<file path="src/rtl/reset_seq_pkg.sv">
// Shared types and constants for the staged reset sequencer.
package reset_seq_pkg;

    typedef enum logic [1:0] {
        IDLE       = 2'd0,
        ASSERT     = 2'd1,
        REL_PERIPH = 2'd2,
        COOLDOWN   = 2'd3
    } state_t;

    localparam int COUNT_W = 8;
    localparam logic [COUNT_W-1:0] COUNT_MAX = 8'd255;

endpackage

</file>
<file path="src/rtl/reset_seq_timer.sv">
// Up-counter with synchronous clear and terminal compare,
// shared by all timed sequencer states.
module reset_seq_timer #(
    parameter int CNT_WIDTH = 8
) (
    input  logic                 clk_i,
    input  logic                 clr_i,
    input  logic [CNT_WIDTH-1:0] term_i,
    output logic                 hit_o
);

    logic [CNT_WIDTH-1:0] cnt_q;

    always_ff @(posedge clk_i) begin
        if (clr_i) begin
            cnt_q <= '0;
        end else begin
            cnt_q <= cnt_q + CNT_WIDTH'(1);
        end
    end

    assign hit_o = (cnt_q == term_i);

endmodule

</file>
<file path="src/rtl/reset_sequencer.sv">
// Staged reset driver: hold both domains, release peripherals,
// then cores, then a cooldown that queues one further request.
module reset_sequencer
    import reset_seq_pkg::*;
#(
    parameter int HOLD_CYCLES     = 16,
    parameter int STAGGER_CYCLES  = 8,
    parameter int COOLDOWN_CYCLES = 32,
    parameter int CNT_WIDTH       = 8
) (
    input  logic               clk_i,
    input  logic               rst_i,
    input  logic               en_i,
    input  logic               rst_req_i,
    output logic               rst_periph_o,
    output logic               rst_core_o,
    output logic               busy_o,
    output logic               done_o,
    output logic               merged_o,
    output logic [COUNT_W-1:0] req_count_o
);

    state_t               state_q;
    state_t               state_d;
    logic                 pend_q;
    logic                 pend_d;
    logic                 cnt_inc;
    logic                 merge_d;
    logic                 done_d;
    logic                 hit;
    logic                 tmr_clr;
    logic [CNT_WIDTH-1:0] term;

    always_comb begin
        term = '0;
        unique case (state_q)
            ASSERT:     term = CNT_WIDTH'(HOLD_CYCLES - 1);
            REL_PERIPH: term = CNT_WIDTH'(STAGGER_CYCLES - 1);
            COOLDOWN:   term = CNT_WIDTH'(COOLDOWN_CYCLES - 1);
            default:    term = '0;
        endcase
    end

    // Timer restarts from zero on every state entry.
    assign tmr_clr = rst_i
                   | (state_d != state_q)
                   | (state_q == IDLE);

    reset_seq_timer #(
        .CNT_WIDTH (CNT_WIDTH)
    ) u_timer (
        .clk_i  (clk_i),
        .clr_i  (tmr_clr),
        .term_i (term),
        .hit_o  (hit)
    );

    always_comb begin
        state_d = state_q;
        pend_d  = pend_q;
        cnt_inc = 1'b0;
        merge_d = 1'b0;
        done_d  = 1'b0;
        unique case (state_q)
            IDLE: begin
                if (rst_req_i && en_i) begin
                    state_d = ASSERT;
                    cnt_inc = 1'b1;
                end
            end
            ASSERT: begin
                merge_d = rst_req_i;
                if (hit) begin
                    state_d = REL_PERIPH;
                end
            end
            REL_PERIPH: begin
                merge_d = rst_req_i;
                if (hit) begin
                    state_d = COOLDOWN;
                    done_d  = 1'b1;
                end
            end
            COOLDOWN: begin
                if (rst_req_i) begin
                    pend_d = 1'b1;
                end
                if (hit) begin
                    if (pend_d) begin
                        state_d = ASSERT;
                        pend_d  = 1'b0;
                        cnt_inc = 1'b1;
                    end else begin
                        state_d = IDLE;
                    end
                end
            end
            default: state_d = IDLE;
        endcase
    end

    always_ff @(posedge clk_i) begin
        if (rst_i) begin
            state_q      <= ASSERT;
            pend_q       <= 1'b0;
            req_count_o  <= '0;
            rst_periph_o <= 1'b1;
            rst_core_o   <= 1'b1;
            busy_o       <= 1'b1;
            done_o       <= 1'b0;
            merged_o     <= 1'b0;
        end else begin
            state_q      <= state_d;
            pend_q       <= pend_d;
            rst_periph_o <= (state_d == ASSERT);
            rst_core_o   <= (state_d == ASSERT)
                          | (state_d == REL_PERIPH);
            busy_o       <= (state_d != IDLE);
            done_o       <= done_d;
            merged_o     <= merge_d;
            if (cnt_inc && (req_count_o != COUNT_MAX)) begin
                req_count_o <= req_count_o + COUNT_W'(1);
            end
        end
    end

endmodule
</file>
<file path="config.mk">
export PLATFORM = sky130hd
export DESIGN_NAME = reset_sequencer
export DESIGN_NICKNAME = d
export VERILOG_FILES = /design/src/rtl/reset_seq_pkg.sv /design/src/rtl/reset_seq_timer.sv /design/src/rtl/reset_sequencer.sv
export SDC_FILE = /design/constraint.sdc
export NUM_CORES = 1
export LEC_CHECK = 0
export ABC_AREA = 1
export CORE_ASPECT_RATIO = 0.75
export CORE_MARGIN = 2
export CORE_UTILIZATION = 58
export CTS_CLUSTER_SIZE = 16
export DETAILED_ROUTE_END_ITERATION = 8
export PLACE_DENSITY = 0.83
export SKIP_LAST_GASP = 1
export SYNTH_ARGS = -nofsm -noshare
export SYNTH_HDL_FRONTEND = slang
export SYNTH_SLANG_ARGS = --single-unit
</file>
<file path="constraint.sdc">
create_clock -name clk_i -period 6.41 [get_ports clk_i]
set_input_delay 1.282 -clock clk_i [delete_from_list [all_inputs] [get_ports clk_i]]
set_output_delay 1.282 -clock clk_i [all_outputs]
set_load 0.02 [all_outputs]
</file>
==> impl_metrics.csv <==
group,metric,value,unit
yosys,ys_top_cells_by_count,"nand2_1 (31), dfxtp_1 (24), inv_1 (22)",
yosys,synth_seq_cells,24,
yosys,yosys-top-cells-area,"dfxtp_1 (35%), nand2_1 (8.4%), ha_1 (8.1%)",
routing,drcViolationCount,0,
global_routing,grt_pass1_vias,1093,
min_path,hp-class,"reg2reg",
yosys,syn-instance-count,178,
clock_tree,cts_setup_buffers,0,
die,coreArea,2290,um2
yosys,synth_top_flop_cell,"dfxtp_1",
die,die-area,2808,um2
yosys,synth_edf_count,0,
die,start_util,0.6071,
min_path,hold_depth,1,
timing,fin_crit_sh,0.4212,
yosys,async_flop_share,0,
clock_tree,clock_latency,0.31,ns
routing,dr_total_vias,1233,
global_routing,grt_max_degree,14,
timing,fin_crit,2.700,ns
timing,fin_tns_setup,0,ns
setup_path,critPathKind,"reg2out",
global_routing,overflow,0,
pwr,power.density,388.7,nW/um2
yosys,yosysWarnings,0,
setup_path,r2r_cells,14,
setup_path,end_kind,"output pin",
yosys,yosys.area.top_type,"dfxtp_1",
yosys,synth.top_cell.area_share,0.3456,
global_routing,grt_usage,0.2231,
global_routing,antenna_found_initial,0,
final_layout,drive_gt1_frac,0.1675,
clock_tree,clock-sinks,24,
timing,fin_hold_ws,0.5126,ns
yosys,syn_avg_cell_area,7.809,um2
setup_path,rr_endpoint,"rst_periph_o",
clock_tree,path_clk_slew,0.12,ns
timing,finalSetupViolCount,0,
setup_path,critical-path-top-delay-family,"buffers and inverters",
timing,hold_viol,0,
min_path,hold_path_startpoint,"req_count_o[3]",
setup_path,r2r-start,"state_q[0]",
routing,routedWlPerCell,11.84,um
timing,slew_headroom,0.7821,
final_layout,n_fill_cell,200,
yosys,syn_area,1390,um2
final_layout,multi_input_area,808.3,um2
yosys,syn_nets,191,
clock_tree,htreeDepth,1,
setup_path,r2r_setup_slack,4.01,ns
final_layout,final_cells,231,
timing,max_freq,370.4,MHz
final_layout,area_delta_synth_final,16.92,%
clock_tree,ctsHoldBuffers,0,
timing,slew_violations,0,
routing,viasPerCell,5.338,
setup_path,cp_slowest_stage_delay,0.65,ns
final_layout,finalNetCount,211,
setup_path,worstPathArrival,1.42,ns
final_layout,utilization,0.7098,
die,die_y,46.40,um
pwr,leakagePower,0.6688,nW
global_routing,grt_pass1_wl,4643,um
setup_path,crit_path_cell_trace,"clkdlybuf4s50_1",
place,place.detailed.instances,227,
setup_path,crit_fanout,6,
yosys,synth.most_common_cell,"nand2_1",
die,io_pins,17,
clock_tree,cts.path.max_buffers,2,
place,dp_hpwl,2111,um
clock_tree,clockRootBuffer,"clkbuf_4",
setup_path,critPathBufInv,1,
place,place_congestion,0.8297,
timing,rsz0062_at_grt,"false",
pwr,irDropWorstVdd,0.1795,mV
final_layout,seqCellArea,480.5,um2
setup_path,critPathLaunchType,"register",
clock_tree,cts_tree,"done",
timing,clock_skew,0.007705,ns
routing,wl,2735,um
yosys,synth.yosys.seq_area_share,0.3456,
routing,drtIter0Drc,47,
die,rows,15,
routing,first_pass_iters,4,
die,die_w,60.53,um
clock_tree,post_cts_resized,0,
clock_tree,cts_buffers,3,
routing,ant_nets,0,
min_path,whs_endpoint,"req_count_o[3]",
setup_path,slowest_stage,"clkdlybuf4s50_1",
yosys,synth_cell_types,30,
place,port_buffers,16,
pwr,power.total,0.0006318,W
timing,worstMarginPinSlew,0.3258,ns
setup_path,cp.required,5.13,ns
final_layout,diodes,0,
run_status,status,"complete, no violations",
run,maxCapViolCount,0,
-- metal layers --
metal | track usage | part of all wire | vias up
met2 | 0.3783 | 0.48 | 27
met3 | 0.05056 | 0.052 | 2
met1 | 0.3003 | 0.46 | 585
met4 | 0.03043 | 0.0055 | 0
li1 | - | - | 619
met5 | 0 | 0 | -
-- cell usage in the layout, fill, tap and decap left out, drive strengths merged, types with 2 or more instances in the layout --
| cell type | netlist | final |
|---|---|---|
| nand2 | 39 | 39 |
| dfxtp | 24 | 24 |
| inv | 24 | 24 |
| nand3 | 19 | 19 |
| nor2 | 18 | 18 |
| clkdlybuf4s50 | 0 | 16 |
| ha | 9 | 9 |
| nor3 | 9 | 9 |
| a21oi | 7 | 7 |
| o21ai | 7 | 7 |
| xor2 | 5 | 5 |
| clkbuf | 1 | 4 |
| nand4 | 3 | 3 |
| clkinv | 2 | 2 |
| or2 | 2 | 2 |
| xnor2 | 2 | 2 |
| nor4 | 2 | 2 |
-- how the worst max path moves through the flow --
stage | start | end | slack [ns] | depth (start not counted)
3_3_place_gp | rst_req_i | rst_periph_o | 3.53 | 8
6_report | req_count_o[2] | req_count_o[2] | 3.71 | 1
2_1_floorplan | rst_req_i | rst_periph_o | 4.02 | 7
3_5_place_dp | rst_req_i | rst_periph_o | 3.49 | 8
5_1_grt | req_count_o[2] | req_count_o[2] | 3.65 | 1
4_1_cts | req_count_o[2] | req_count_o[2] | 3.71 | 1
-- state kept, by name (all words and copies together) (netlist names) --
| name | count |
|---|---|
| req_count_o | 8 |
| u_timer.cnt_q | 8 |
| state_q | 2 |
| busy_o | 1 |
| done_o | 1 |
| merged_o | 1 |
| pend_q | 1 |
| rst_core_o | 1 |
| rst_periph_o | 1 |
-- stage by stage --
stage	instance area [um2]	worst slack, ns
finish	1625	3.710
global route	1625	3.652
CTS	1625	3.706
global placement	1589	3.527
floorplan	1390	4.019
detailed placement	1589	3.487
-- cell families (layout without fill, tap and decap cells) --
logic type,Yosys count,after routing,share of synthesized area
and+or+nand+nor,94,94,0.3897
AOI/OAI and AO/OA,17,17,0.06661
adders and majority gates,9,9,0.08101
buffers and inverters,27,46,0.07291
xor gates and xnor gates,7,7,0.04411
DFF,24,24,0.3456
-- final cells by class --
cell class              instances  share of cell area
repair buffers                 16             0.09854
clock buffers                   4             0.02232
multi-input cells             127              0.4973
inverters                      26             0.06005
well taps                      34             0.02617
flip-flops and latches         24              0.2956
-- power breakdown --
part / internal (W) / leakage (nW) / switching, W
combinational: 0.000123 / 0.453 / 0.000241
clock: 0.0000347 / 0.0210 / 0.0000449
sequential: 0.000171 / 0.195 / 0.0000175
-- worst register-to-register path, stage by stage, from the launching register on --
cell	delay (ns)
dfxtp_1	0.45
inv_1	0.15
ha_1	0.30
inv_1	0.16
nand3_1	0.10
nand2_1	0.11
nand2_1	0.06
nor2_1	0.15
nand3_1	0.09
nand2_1	0.09
nand3_2	0.09
nand2_4	0.09
inv_1	0.05
ha_1	0.16
or2_2	0.26
No activity file was read; power rests on OpenSTA's default activity.
